`src/rtl/noc_pkg.sv`:
```
// Shared types and helpers for the virtual-channel egress mux.
package noc_pkg;

    typedef enum logic {
        IDLE   = 1'b0,
        LOCKED = 1'b1
    } arb_state_e;

    // Ceiling log2, never below 1, so single-entry selectors still get a bit.
    function automatic int clog2_min1(input int n);
        int r;
        r = 0;
        for (int i = 0; i < 31; i++)
            if ((1 << i) < n) r = i + 1;
        return (r < 1) ? 1 : r;
    endfunction

endpackage

```
`src/rtl/noc_vchannel_fifo.sv`:
```
// Single-channel flit FIFO that also counts the complete packets it holds.
module noc_vchannel_fifo
    import noc_pkg::*;
#(
    parameter int FLIT_WIDTH = 32,
    parameter int DEPTH      = 4,
    parameter int FW         = clog2_min1(DEPTH + 1)
) (
    input  logic                  clk,
    input  logic                  rst,
    input  logic                  push,
    input  logic [FLIT_WIDTH-1:0] push_flit,
    input  logic                  push_last,
    input  logic                  pop,
    output logic [FLIT_WIDTH-1:0] head_flit,
    output logic                  head_last,
    output logic                  full,
    output logic                  empty,
    output logic [FW-1:0]         fill,
    output logic [FW-1:0]         lcnt
);

    localparam int AW = $clog2(DEPTH);

    logic [FLIT_WIDTH:0] mem [DEPTH];
    logic [AW-1:0]       wr_ptr, rd_ptr;
    logic [FW-1:0]       count, lcnt_q;
    logic                do_push, do_pop, push_l, pop_l;

    assign full    = (count == FW'(DEPTH));
    assign empty   = (count == '0);
    assign do_push = push && !full;
    assign do_pop  = pop && !empty;
    assign push_l  = do_push && push_last;
    assign pop_l   = do_pop && head_last;
    assign fill    = count;
    assign lcnt    = lcnt_q;

    assign {head_last, head_flit} = mem[rd_ptr];

    // Storage carries no reset; emptiness is tracked by count alone.
    always_ff @(posedge clk) begin
        if (do_push) mem[wr_ptr] <= {push_last, push_flit};
    end

    always_ff @(posedge clk or posedge rst) begin
        if (rst) begin
            wr_ptr <= '0;
            rd_ptr <= '0;
            count  <= '0;
            lcnt_q <= '0;
        end else begin
            if (do_push) wr_ptr <= wr_ptr + 1'b1;
            if (do_pop)  rd_ptr <= rd_ptr + 1'b1;
            case ({do_push, do_pop})
                2'b10:   count <= count + 1'b1;
                2'b01:   count <= count - 1'b1;
                default: count <= count;
            endcase
            if (push_l && !pop_l)      lcnt_q <= lcnt_q + 1'b1;
            else if (pop_l && !push_l) lcnt_q <= lcnt_q - 1'b1;
        end
    end

endmodule

```
`src/rtl/noc_vchannel_buffer_mux.sv`:
```
// Buffers CHANNELS flit streams and merges them packet-atomically, round-robin,
// onto one link.
module noc_vchannel_buffer_mux
    import noc_pkg::*;
#(
    parameter int FLIT_WIDTH = 32,
    parameter int CHANNELS   = 2,
    parameter int DEPTH      = 4,
    parameter int FULLPACKET = 0,
    localparam int CW        = clog2_min1(CHANNELS),
    localparam int FW        = clog2_min1(DEPTH + 1)
) (
    input  logic                                 clk,
    input  logic                                 rst,
    input  logic [CHANNELS-1:0][FLIT_WIDTH-1:0]  in_flit,
    input  logic [CHANNELS-1:0]                  in_last,
    input  logic [CHANNELS-1:0]                  in_valid,
    output logic [CHANNELS-1:0]                  in_ready,
    output logic [FLIT_WIDTH-1:0]                out_flit,
    output logic                                 out_last,
    output logic                                 out_valid,
    input  logic                                 out_ready,
    output logic [CW-1:0]                        out_channel,
    output logic [CHANNELS-1:0][FW-1:0]          fill
);

    typedef logic [FLIT_WIDTH-1:0] flit_t;

    flit_t [CHANNELS-1:0]         head_flit;
    logic  [CHANNELS-1:0]         head_last, full, empty, elig, pop;
    logic  [CHANNELS-1:0][FW-1:0] lcnt;

    arb_state_e    state, state_n;
    logic [CW-1:0] sel, sel_n, rr_ptr, rr_n, pick, cand;
    logic          found, xfer;

    for (genvar c = 0; c < CHANNELS; c++) begin : g_ch
        noc_vchannel_fifo #(
            .FLIT_WIDTH(FLIT_WIDTH),
            .DEPTH     (DEPTH),
            .FW        (FW)
        ) u_fifo (
            .clk      (clk),
            .rst      (rst),
            .push     (in_valid[c] && in_ready[c]),
            .push_flit(in_flit[c]),
            .push_last(in_last[c]),
            .pop      (pop[c]),
            .head_flit(head_flit[c]),
            .head_last(head_last[c]),
            .full     (full[c]),
            .empty    (empty[c]),
            .fill     (fill[c]),
            .lcnt     (lcnt[c])
        );

        assign in_ready[c] = !full[c] && !rst;
        // Store-and-forward waits for a whole packet, unless the packet cannot fit.
        assign elig[c]     = (FULLPACKET != 0) ? ((lcnt[c] != '0) || full[c]) : !empty[c];
        assign pop[c]      = xfer && (sel == CW'(c));
    end

    always_comb begin
        pick  = rr_ptr;
        cand  = '0;
        found = 1'b0;
        for (int i = 1; i <= CHANNELS; i++) begin
            cand = CW'((int'(rr_ptr) + i) % CHANNELS);
            if (!found && elig[cand]) begin
                pick  = cand;
                found = 1'b1;
            end
        end
    end

    assign out_valid   = (state == LOCKED) && !empty[sel];
    assign xfer        = out_valid && out_ready;
    assign out_flit    = out_valid ? head_flit[sel] : '0;
    assign out_last    = out_valid && head_last[sel];
    assign out_channel = sel;

    always_ff @(posedge clk or posedge rst) begin
        if (rst) begin
            state  <= IDLE;
            sel    <= '0;
            rr_ptr <= CW'(CHANNELS - 1);
        end else begin
            state  <= state_n;
            sel    <= sel_n;
            rr_ptr <= rr_n;
        end
    end

    always_comb begin
        state_n = state;
        sel_n   = sel;
        rr_n    = rr_ptr;
        case (state)
            IDLE: begin
                if (found) begin
                    sel_n   = pick;
                    state_n = LOCKED;
                end
            end
            LOCKED: begin
                // Stay locked through mid-packet underflow; release only on last.
                if (xfer && head_last[sel]) begin
                    rr_n    = sel;
                    state_n = IDLE;
                end
            end
            default: state_n = IDLE;
        endcase
    end

endmodule

```
`config.mk`:
```
export PLATFORM = sky130hd
export DESIGN_NAME = noc_vchannel_buffer_mux
export DESIGN_NICKNAME = d
export VERILOG_FILES = /design/src/rtl/noc_pkg.sv /design/src/rtl/noc_vchannel_fifo.sv /design/src/rtl/noc_vchannel_buffer_mux.sv
export SDC_FILE = /design/constraint.sdc
export NUM_CORES = 1
export LEC_CHECK = 0
export CAP_MARGIN = 20
export CORE_MARGIN = 1.5
export CORE_UTILIZATION = 30
export CTS_BUF_LIST = sky130_fd_sc_hd__clkbuf_4
export CTS_CLUSTER_DIAMETER = 100
export CTS_CLUSTER_SIZE = 28
export DETAILED_ROUTE_END_ITERATION = 6
export PLACE_DENSITY = 0.47
export SKIP_CTS_REPAIR_TIMING = 1
export SYNTH_ARGS = -nofsm -noshare
export SYNTH_HDL_FRONTEND = slang
export SYNTH_HIERARCHICAL = 1
export SYNTH_SLANG_ARGS = --single-unit
```
`constraint.sdc`:
```
create_clock -name clk -period 6.5 [get_ports clk]
set_input_delay 0.975 -clock clk [delete_from_list [all_inputs] [get_ports clk]]
set_output_delay 0.975 -clock clk [all_outputs]
set_load 0.005 [all_outputs]
```
==> impl_metrics.tcl <==
set metrics [dict create \
    outcome "finished, final reports clean" \
    area_growth_pct 15.8 \
    cts_root_buffer "clkbuf_4" \
    final_common_cell "edfxtp_1" \
    path_class "reg2out" \
    worst-path-stages 5 \
    cts_tree "yes" \
    period_minus_slack_ns 4.37 \
    slew_viol_final 0 \
    portBuffers 113 \
    final_cell_area_sq_um 12900 \
    critical_path_buf_inv_count 2 \
    dieArea_sq_um 38400 \
    static-leakage-power_nw 4.23 \
    reg2reg_from "out_channel$_DFFE_PP0P_" \
    die_h_microns 196 \
    syn_avg_cell_area_sq_um 21.4 \
    r2r-end "g_ch[0].u_fifo/fill[2]$_DFFE_PP0P_" \
    final_hold_viol_count 0 \
    critPathMaxStageDelay_ns 0.60 \
    peakVddDrop_v 0.000189 \
    slowest_stage "buf_4" \
    initialDrtViolationCount 326 \
    post_dp_cell_area_sq_um 12700 \
    crit_end "out_flit[15]" \
    grt_util_all_layers 0.128 \
    min_path_type "reg2reg" \
    drv_cap 0 \
    slew_headroom 0.307 \
    drive_above_1_share 0.179 \
    rows 70 \
    required_ns 5.52 \
    path_clk_slew_ns 0.26 \
    vias 5114 \
    cts_max_path_buffers 3 \
    r2r_setup_slack_ns 2.95 \
    final_cell_mix "264 x edfxtp_1, 113 x clkdlybuf4s50_1, 66 x mux4_2" \
    finalSetupViolCount 0 \
    core-area_sq_um 36600 \
    fin_setup_tns_ns 0 \
    worstPathCellList "buf_4 -> mux2i_1 -> nand2_2 -> nor2_1 -> clkdlybuf4s50_1" \
    worstMarginPinSlew_ns 1.04 \
    syn_inst 523 \
    grt_pass1_vias 5752 \
    drt-total-wl_mm 24.1 \
    path_delay_family "buffers and inverters" \
    fin_worst_skew_ns 0.0623 \
    ioPinCount 114 \
    powerDensity_nw_per_um2 391 \
    gp_congestion 0.669 \
    yosysWarnings 6 \
    start_util 0.305 \
    synth_fp_nets 606 \
    clk_latency_ns 0.69 \
    crit_fanout 40 \
    cts_made_buffers 14 \
    vias_per_cell 4.62 \
    max_freq_mhz 229 \
    drc 0 \
    routedWlPerCell_microns 21.8 \
    grt_pass1_wl_mm 36.5 \
    place.detailed.hpwl_mm 14.3 \
    grt_max_degree 41 \
    htree_levels 1 \
    dr.pass1.iters 4 \
    crit_path_end_kind "output port" \
    cp-start-kind "flop" \
    startpoint "out_channel$_DFFE_PP0P_" \
    antenna_found_initial 3 \
    drtAntennaViolNets 0 \
    die_w_microns 196 \
    overflow 0 \
    cts_sinks 281 \
    synth_area_sq_um 11200 \
    rr_worst_depth 11 \
    finalCritPeriodShare 0.673 \
    total_power_mw 5.06 \
    nets 714 \
    worstPathArrival_ns 3.40 \
    rsz0062_at_grt "false" \
]
==> area by class of cell <==
class,instances,area (sq um)
fillers,3427,23700
inverters,16,60.1
repair buffers,118,1230
multi-input cells,200,2520
flip-flops and latches,281,8370
diodes,2,5.00
clock buffers,19,143
well taps,468,586
clock inverters,2,32.5
==> through the flow <==
stage | hold WS (ns) | util | worst slack (ns) | instances
detailed placement | 0.550 | 0.346 | 2.76 | 1079
finish | 0.579 | 0.354 | 2.13 | 1106
CTS | 0.546 | 0.351 | 1.96 | 1100
global placement | 0.523 | 0.346 | 2.83 | 1079
floorplan | 0.514 | - | 4.01 | 523
global route | 0.528 | 0.354 | 1.74 | 1105
==> worst reg2reg max path, stage by stage, from the launching register on <==
cell	delay [ns]
dfrtp_2	0.40
buf_4	0.60
mux2i_1	0.31
nand2_2	0.52
nor3b_1	0.38
o31a_2	0.22
ha_1	0.18
inv_1	0.06
fa_1	0.37
xor2_1	0.15
nor2_1	0.13
xor2_1	0.17
==> worst min-delay path by stage <==
stage / start / endpoint / slack, ns / depth (start not counted)
global placement: g_ch[1].u_fifo/fill[2]$_DFFE_PP0P_ / g_ch[1].u_fifo/fill[2]$_DFFE_PP0P_ / 0.52 / 1
floorplan: g_ch[0].u_fifo/fill[2]$_DFFE_PP0P_ / g_ch[0].u_fifo/fill[2]$_DFFE_PP0P_ / 0.51 / 1
detailed placement: rr_ptr$_DFFE_PP1P_ / rr_ptr$_DFFE_PP1P_ / 0.55 / 2
finish: rr_ptr$_DFFE_PP1P_ / rr_ptr$_DFFE_PP1P_ / 0.58 / 2
CTS: rst / out_channel$_DFFE_PP0P_ / 0.55 / 2
global route: rst / out_channel$_DFFE_PP0P_ / 0.53 / 2
==> flip-flops by register name, summed over array words and instances (netlist names) <==
register	flops
g_ch.u_fifo/mem	264
g_ch.u_fifo/fill	6
g_ch.u_fifo/rd_ptr	4
g_ch.u_fifo/wr_ptr	4
out_channel	1
rr_ptr	1
state	1
==> power by group <==
part	internal, mW	switching [mW]	total (mW)
Combinational	1.08	0.747	1.83
Clock	0.145	0.518	0.663
Sequential	2.23	0.335	2.57
==> per-layer routing <==
metal	vias up	GRT usage	wire length, microns
met5	-	0	13
met3	19	0.0237	1050
li1	2283	-	-
met4	2	0.0219	226
met2	92	0.224	11900
met1	2718	0.167	10900
No activity file was read; power rests on OpenSTA's default activity.
